$ cat src/rtl/mem_arbiter_if.sv
// mem_arbiter_if: bundles the fetch-side, data-side and shared SRAM signals
// of the memory arbiter.
//
// Modports:
//   master - requester/SRAM side: drives i_req, i_addr, d_req, d_wen, d_addr,
//            d_wdata and sram_rdata. Observes done pulses, read data, stall
//            requests and the SRAM command.
//   slave  - arbiter side: the mirror image of master.
//
// Signal summary:
//   i_req/i_addr                 fetch read request and word address
//   d_req/d_wen/d_addr/d_wdata   data request, byte enables (0 = read), addr, store data
//   i_done/d_done                one-cycle completion pulses
//   i_rdata/d_rdata              read data per side
//   i_stallreq/d_stallreq        stall requests toward the stall controller
//   sram_en/wen/addr/wdata       single-port SRAM command
//   sram_rdata                   SRAM read data, one cycle after sram_en
interface mem_arbiter_if;
    logic        i_req;
    logic [31:0] i_addr;
    logic        d_req;
    logic [3:0]  d_wen;
    logic [31:0] d_addr;
    logic [31:0] d_wdata;

    logic        i_done;
    logic        d_done;
    logic [31:0] i_rdata;
    logic [31:0] d_rdata;
    logic        i_stallreq;
    logic        d_stallreq;

    logic        sram_en;
    logic [3:0]  sram_wen;
    logic [31:0] sram_addr;
    logic [31:0] sram_wdata;
    logic [31:0] sram_rdata;

    modport master (
        output i_req, i_addr, d_req, d_wen, d_addr, d_wdata, sram_rdata,
        input  i_done, d_done, i_rdata, d_rdata, i_stallreq, d_stallreq,
        input  sram_en, sram_wen, sram_addr, sram_wdata
    );

    modport slave (
        input  i_req, i_addr, d_req, d_wen, d_addr, d_wdata, sram_rdata,
        output i_done, d_done, i_rdata, d_rdata, i_stallreq, d_stallreq,
        output sram_en, sram_wen, sram_addr, sram_wdata
    );
endinterface

$ cat src/rtl/mem_arbiter.sv
// mem_arbiter: arbitrates a fetch port and a data port onto one single-port
// SRAM. Each access takes IDLE -> ACCESS (SRAM command) -> RESP (done pulse).
//
// Ports:
//   clk  - single clock, all state on posedge
//   rst  - asynchronous active-high reset
//   bus  - mem_arbiter_if.slave: request/response and SRAM signals
//
// Configuration:
//   MEM_ARB_RR_EN - when defined, simultaneous requests are granted
//                   round-robin (opposite of the last grant, data first after
//                   reset). Default: fixed priority, data side always wins.
module mem_arbiter (
    input logic          clk,
    input logic          rst,
    mem_arbiter_if.slave bus
);

    localparam logic [1:0] ST_IDLE   = 2'd0;
    localparam logic [1:0] ST_ACCESS = 2'd1;
    localparam logic [1:0] ST_RESP   = 2'd2;

    logic [1:0]  r_state;
    logic [1:0]  w_state_next;

    // Latched command of the access in flight; r_owner: 1 = data side.
    logic        r_owner;
    logic [3:0]  r_wen;
    logic [31:0] r_addr;
    logic [31:0] r_wdata;

    logic [31:0] r_i_rdata;
    logic [31:0] r_d_rdata;

    logic        w_grant_valid;
    logic        w_grant_data;
    logic        w_accept;
    logic        w_access;
    logic        w_resp;
    logic        w_resp_read;
    logic        w_i_done;
    logic        w_d_done;

`ifdef MEM_ARB_RR_EN
    // 1 = data side was granted last; resets to fetch so data wins first.
    logic        r_last_grant;
`endif

    // ------------------------------------------------------------------
    // Arbitration
    // ------------------------------------------------------------------
    always_comb begin
        w_grant_valid = bus.i_req | bus.d_req;
`ifdef MEM_ARB_RR_EN
        if (bus.i_req && bus.d_req) begin
            w_grant_data = ~r_last_grant;
        end else begin
            w_grant_data = bus.d_req;
        end
`else
        w_grant_data = bus.d_req;
`endif
    end

    assign w_accept = (r_state == ST_IDLE) && w_grant_valid;

`ifdef MEM_ARB_RR_EN
    always_ff @(posedge clk or posedge rst) begin
        if (rst) begin
            r_last_grant <= 1'b0;
        end else if (w_accept) begin
            r_last_grant <= w_grant_data;
        end
    end
`endif

    // ------------------------------------------------------------------
    // FSM
    // ------------------------------------------------------------------
    always_comb begin
        w_state_next = r_state;
        case (r_state)
            ST_IDLE:   if (w_grant_valid) w_state_next = ST_ACCESS;
            ST_ACCESS: w_state_next = ST_RESP;
            ST_RESP:   w_state_next = ST_IDLE;
            default:   w_state_next = ST_IDLE;
        endcase
    end

    always_ff @(posedge clk or posedge rst) begin
        if (rst) begin
            r_state <= ST_IDLE;
        end else begin
            r_state <= w_state_next;
        end
    end

    // ------------------------------------------------------------------
    // Command latch: captured once at grant, stable through ACCESS/RESP
    // ------------------------------------------------------------------
    always_ff @(posedge clk or posedge rst) begin
        if (rst) begin
            r_owner <= 1'b0;
            r_wen   <= 4'b0000;
            r_addr  <= 32'h0;
            r_wdata <= 32'h0;
        end else if (w_accept) begin
            r_owner <= w_grant_data;
            if (w_grant_data) begin
                r_wen   <= bus.d_wen;
                r_addr  <= bus.d_addr;
                r_wdata <= bus.d_wdata;
            end else begin
                // Fetch is always a read.
                r_wen   <= 4'b0000;
                r_addr  <= bus.i_addr;
                r_wdata <= 32'h0;
            end
        end
    end

    // ------------------------------------------------------------------
    // Response
    // ------------------------------------------------------------------
    assign w_access    = (r_state == ST_ACCESS);
    assign w_resp      = (r_state == ST_RESP);
    assign w_i_done    = w_resp & ~r_owner;
    assign w_d_done    = w_resp &  r_owner;
    assign w_resp_read = w_resp & (r_wen == 4'b0000);

    always_ff @(posedge clk or posedge rst) begin
        if (rst) begin
            r_i_rdata <= 32'h0;
            r_d_rdata <= 32'h0;
        end else if (w_resp_read) begin
            if (r_owner) begin
                r_d_rdata <= bus.sram_rdata;
            end else begin
                r_i_rdata <= bus.sram_rdata;
            end
        end
    end

    // SRAM data only arrives in RESP, so during the done cycle the read data is
    // forwarded straight through; afterwards the captured register holds it.
    always_comb begin
        bus.i_rdata = r_i_rdata;
        bus.d_rdata = r_d_rdata;
        if (w_resp_read && !r_owner) begin
            bus.i_rdata = bus.sram_rdata;
        end
        if (w_resp_read && r_owner) begin
            bus.d_rdata = bus.sram_rdata;
        end
    end

    assign bus.i_done     = w_i_done;
    assign bus.d_done     = w_d_done;
    assign bus.i_stallreq = bus.i_req & ~w_i_done;
    assign bus.d_stallreq = bus.d_req & ~w_d_done;

    // ------------------------------------------------------------------
    // SRAM command: enable and byte enables only during ACCESS
    // ------------------------------------------------------------------
    assign bus.sram_en    = w_access;
    assign bus.sram_wen   = w_access ? r_wen : 4'b0000;
    assign bus.sram_addr  = r_addr;
    assign bus.sram_wdata = r_wdata;

endmodule

$ cat src/flat_wrapper.sv
// flat-port wrapper written by rule: the top's interface ports become plain ports
module mem_arbiter_flat 
  (clk, rst, bus_i_req, bus_i_addr, bus_d_req, bus_d_wen, bus_d_addr, bus_d_wdata, bus_sram_rdata, bus_i_done, bus_d_done, bus_i_rdata, bus_d_rdata, bus_i_stallreq, bus_d_stallreq, bus_sram_en, bus_sram_wen, bus_sram_addr, bus_sram_wdata);
  mem_arbiter_if bus_i ();
  input logic clk;
  input logic rst;
  input wire logic [$bits(bus_i.i_req)-1:0] bus_i_req;
  input wire logic [$bits(bus_i.i_addr)-1:0] bus_i_addr;
  input wire logic [$bits(bus_i.d_req)-1:0] bus_d_req;
  input wire logic [$bits(bus_i.d_wen)-1:0] bus_d_wen;
  input wire logic [$bits(bus_i.d_addr)-1:0] bus_d_addr;
  input wire logic [$bits(bus_i.d_wdata)-1:0] bus_d_wdata;
  input wire logic [$bits(bus_i.sram_rdata)-1:0] bus_sram_rdata;
  output wire logic [$bits(bus_i.i_done)-1:0] bus_i_done;
  output wire logic [$bits(bus_i.d_done)-1:0] bus_d_done;
  output wire logic [$bits(bus_i.i_rdata)-1:0] bus_i_rdata;
  output wire logic [$bits(bus_i.d_rdata)-1:0] bus_d_rdata;
  output wire logic [$bits(bus_i.i_stallreq)-1:0] bus_i_stallreq;
  output wire logic [$bits(bus_i.d_stallreq)-1:0] bus_d_stallreq;
  output wire logic [$bits(bus_i.sram_en)-1:0] bus_sram_en;
  output wire logic [$bits(bus_i.sram_wen)-1:0] bus_sram_wen;
  output wire logic [$bits(bus_i.sram_addr)-1:0] bus_sram_addr;
  output wire logic [$bits(bus_i.sram_wdata)-1:0] bus_sram_wdata;
  assign bus_i.i_req = bus_i_req;
  assign bus_i.i_addr = bus_i_addr;
  assign bus_i.d_req = bus_d_req;
  assign bus_i.d_wen = bus_d_wen;
  assign bus_i.d_addr = bus_d_addr;
  assign bus_i.d_wdata = bus_d_wdata;
  assign bus_i.sram_rdata = bus_sram_rdata;
  assign bus_i_done = bus_i.i_done;
  assign bus_d_done = bus_i.d_done;
  assign bus_i_rdata = bus_i.i_rdata;
  assign bus_d_rdata = bus_i.d_rdata;
  assign bus_i_stallreq = bus_i.i_stallreq;
  assign bus_d_stallreq = bus_i.d_stallreq;
  assign bus_sram_en = bus_i.sram_en;
  assign bus_sram_wen = bus_i.sram_wen;
  assign bus_sram_addr = bus_i.sram_addr;
  assign bus_sram_wdata = bus_i.sram_wdata;
  mem_arbiter u_core (.clk(clk), .rst(rst), .bus(bus_i));
endmodule
$ cat config.mk
export PLATFORM = sky130hd
export DESIGN_NAME = mem_arbiter_flat
export DESIGN_NICKNAME = d
export VERILOG_FILES = /design/src/rtl/mem_arbiter_if.sv /design/src/rtl/mem_arbiter.sv /design/src/flat_wrapper.sv
export SDC_FILE = /design/constraint.sdc
export NUM_CORES = 1
export LEC_CHECK = 0
export CORE_MARGIN = 3
export CORE_UTILIZATION = 44
export DETAILED_ROUTE_END_ITERATION = 10
export GPL_ROUTABILITY_DRIVEN = 0
export PLACE_DENSITY = 0.85
export SLEW_MARGIN = 20
export SYNTH_ARGS = -nofsm -noshare
export SYNTH_HDL_FRONTEND = slang
export SYNTH_SLANG_ARGS = --single-unit
$ cat constraint.sdc
create_clock -name clk -period 10.1 [get_ports clk]
set_input_delay 2.02 -clock clk [delete_from_list [all_inputs] [get_ports clk]]
set_output_delay 2.02 -clock clk [all_outputs]
set_load 0.01 [all_outputs]
==> impl_metrics.tcl <==
set metrics [dict create \
    netlist_instances 374 \
    fin_util_pct 71.9 \
    fp.dieArea_sq_um 14500 \
    initial_core_util_pct 45.4 \
    min_path_type "reg -> reg" \
    vias_per_cell 5.07 \
    rsz0062_at_grt "no" \
    postCtsSetupBuffers 0 \
    avgSynthCellArea_sq_um 15.5 \
    peakVddDrop_v 0.000163 \
    max_cap_violations 0 \
    diodes 0 \
    postCtsHoldBufs 0 \
    fill_cells 915 \
    drcViolationCount 0 \
    fmax_mhz 177 \
    hpwl_microns 11600 \
    p_per_area_nw_per_um2 319 \
    grt.total_usage_pct 21.6 \
    cts_resized 0 \
    drt_iter0_markers 230 \
    p_leak_uw 0.00380 \
    worst_slack_ps 4470 \
    grt_overflow_total 0 \
    place_area_sq_um 8610 \
    design.core.area_sq_um 12700 \
    wirelength_microns 15800 \
    grt_max_degree 73 \
    cp.required_ps 8080 \
    layout-drive-gt1-share_pct 30.0 \
    numClockSinks 135 \
    worst_pin_slew_ps 917 \
    syn_to_final_growth_pct 58.3 \
    htree_levels 4 \
    cts_buffers 17 \
    ys_seq_area_share_pct 58.5 \
    clock_skew_ps 5.81 \
    tns_ps 0 \
    ant_nets 0 \
    total_power_uw 2920 \
    synth.cell_area_sq_um 5780 \
    cp.arrival_ps 3610 \
    status "finished, final reports clean" \
    antenna_found_initial 0 \
    grt_pass1_vias 4667 \
    die_w_microns 121 \
    vias 4205 \
    fin_nets 782 \
    clockBufferDepth 2 \
    clkTransAtPathRegs_ps 50 \
    grt_pass1_wl_microns 24500 \
    ys_warn_count 0 \
    rows 41 \
    path_max_fanout 35 \
    multi_input_area_sq_um 2250 \
    wl_per_cell_microns 19.0 \
    dp_worst_setup_slack_ps 4450 \
    finalCriticalPeriod_ps 5630 \
    yosysUniqueCellTypes 22 \
    first_pass_iters 4 \
    io_pins 273 \
    period_share_pct 55.8 \
    cp-start-kind "primary input" \
    place.port_buffers 272 \
    setup_viol 0 \
    slew_headroom_pct 38.9 \
    cts_tree "yes" \
    register_area_sq_um 3380 \
    root_buffer "clkbuf_16" \
    drv_slew 0 \
    end_kind "output pin" \
    clk_latency_ps 400 \
    final_area_sq_um 9150 \
    critical_path_class "in -> out" \
    synth_seq_cells 135 \
    hold_viol 0 \
    syn_nets 510 \
    die_h_microns 121 \
]
[where the power goes]
group          switching (uW)  internal, uW
combinational             544           856
sequential                136           818
clock                     207           355
[cell usage in the layout (no fill, tap or decap), drive strengths merged]
cell type      count
mux2             160
clkbuf            27
clkdlybuf4s50    272
dfrtp            135
nor2b              4
bufinv             1
buf                5
and2               5
nor3b              1
a21o               1
clkinvlp           1
clkinv             1
nor2               1
and3b              1
a22o              36
o21ai              1
nor4               1
inv                2
nand2              2
[final cells by class]
type	count	area share (%)
well taps	172	2.35
clock buffers	27	5.39
inverters	2	0.109
clock inverters	3	0.465
repair buffers	277	30.2
flip-flops and latches	135	36.9
multi-input cells	213	24.6
[registers in the layout (all words and copies together), names as in the netlist]
name / count
u_core.r_d_rdata: 32
u_core.bus.sram_addr: 32
u_core.r_state: 2
u_core.r_wen: 4
u_core.bus.sram_wdata: 32
u_core.r_owner: 1
u_core.r_i_rdata: 32
[cell usage after synthesis]
master	count	area share [%]
buf_2	9	0.78
and2_2	1	0.13
buf_1	6	0.39
and2_1	4	0.43
nor4_4	1	0.37
nor2_1	1	0.065
a22o_2	1	0.17
inv_1	1	0.065
a21o_1	1	0.13
and3b_1	1	0.15
mux2_2	160	31
dfrtp_1	135	58
clkbuf_8	1	0.24
o21ai_1	1	0.087
clkbuf_1	3	0.19
nor3b_2	1	0.22
buf_6	5	0.97
nor2b_1	4	0.43
clkinv_1	1	0.065
nand2_2	1	0.11
nand2_1	1	0.065
a22o_1	35	5.3
[logic make-up (layout without fill, tap and decap cells)]
kind of cell	count (synthesis)	in the layout	share of synthesized area (%)
and+or+nand+nor	15	15	1.97
muxes	160	160	31.2
buffers and inverters	26	309	2.71
AOI/OAI and AO/OA	38	38	5.69
DFF	135	135	58.5
[metrics by stage]
step           instances  hold slack [ps]
2_1_floorplan        374              450
3_3_place_gp         799              468
3_5_place_dp         799              485
4_1_cts              829              493
5_1_grt              829              502
6_report             829              494
[final timing paths]
path / depth (start not counted) / from / slack [ps] / endpoint
min reg2reg: 1 / u_core.r_state[1] / 490 / u_core.r_state[1]
max reg2reg: 5 / u_core.r_state[0] / 8070 / u_core.bus.sram_addr[23]
min: 1 / u_core.r_state[1] / 490 / u_core.r_state[1]
max: 4 / bus_d_req / 4470 / bus_d_stallreq
max in group asynchronous: 3 / rst / 6540 / u_core.r_d_rdata[21]
min in group asynchronous: 2 / rst / 2100 / u_core.bus.sram_addr[15]
[metal layers]
metal / part of all wire, % / track usage (%)
met5: 0 / 0
met4: 1.4 / 6.87
met3: 8.2 / 7.02
met2: 52 / 38.0
met1: 38 / 25.1
[worst max-delay path, cell delays in order]
cell and delay (ps):
clkdlybuf4s50_1 470, buf_4 390, nor2b_1 180, clkdlybuf4s50_1 550
(Power assumes the default switching activity.)
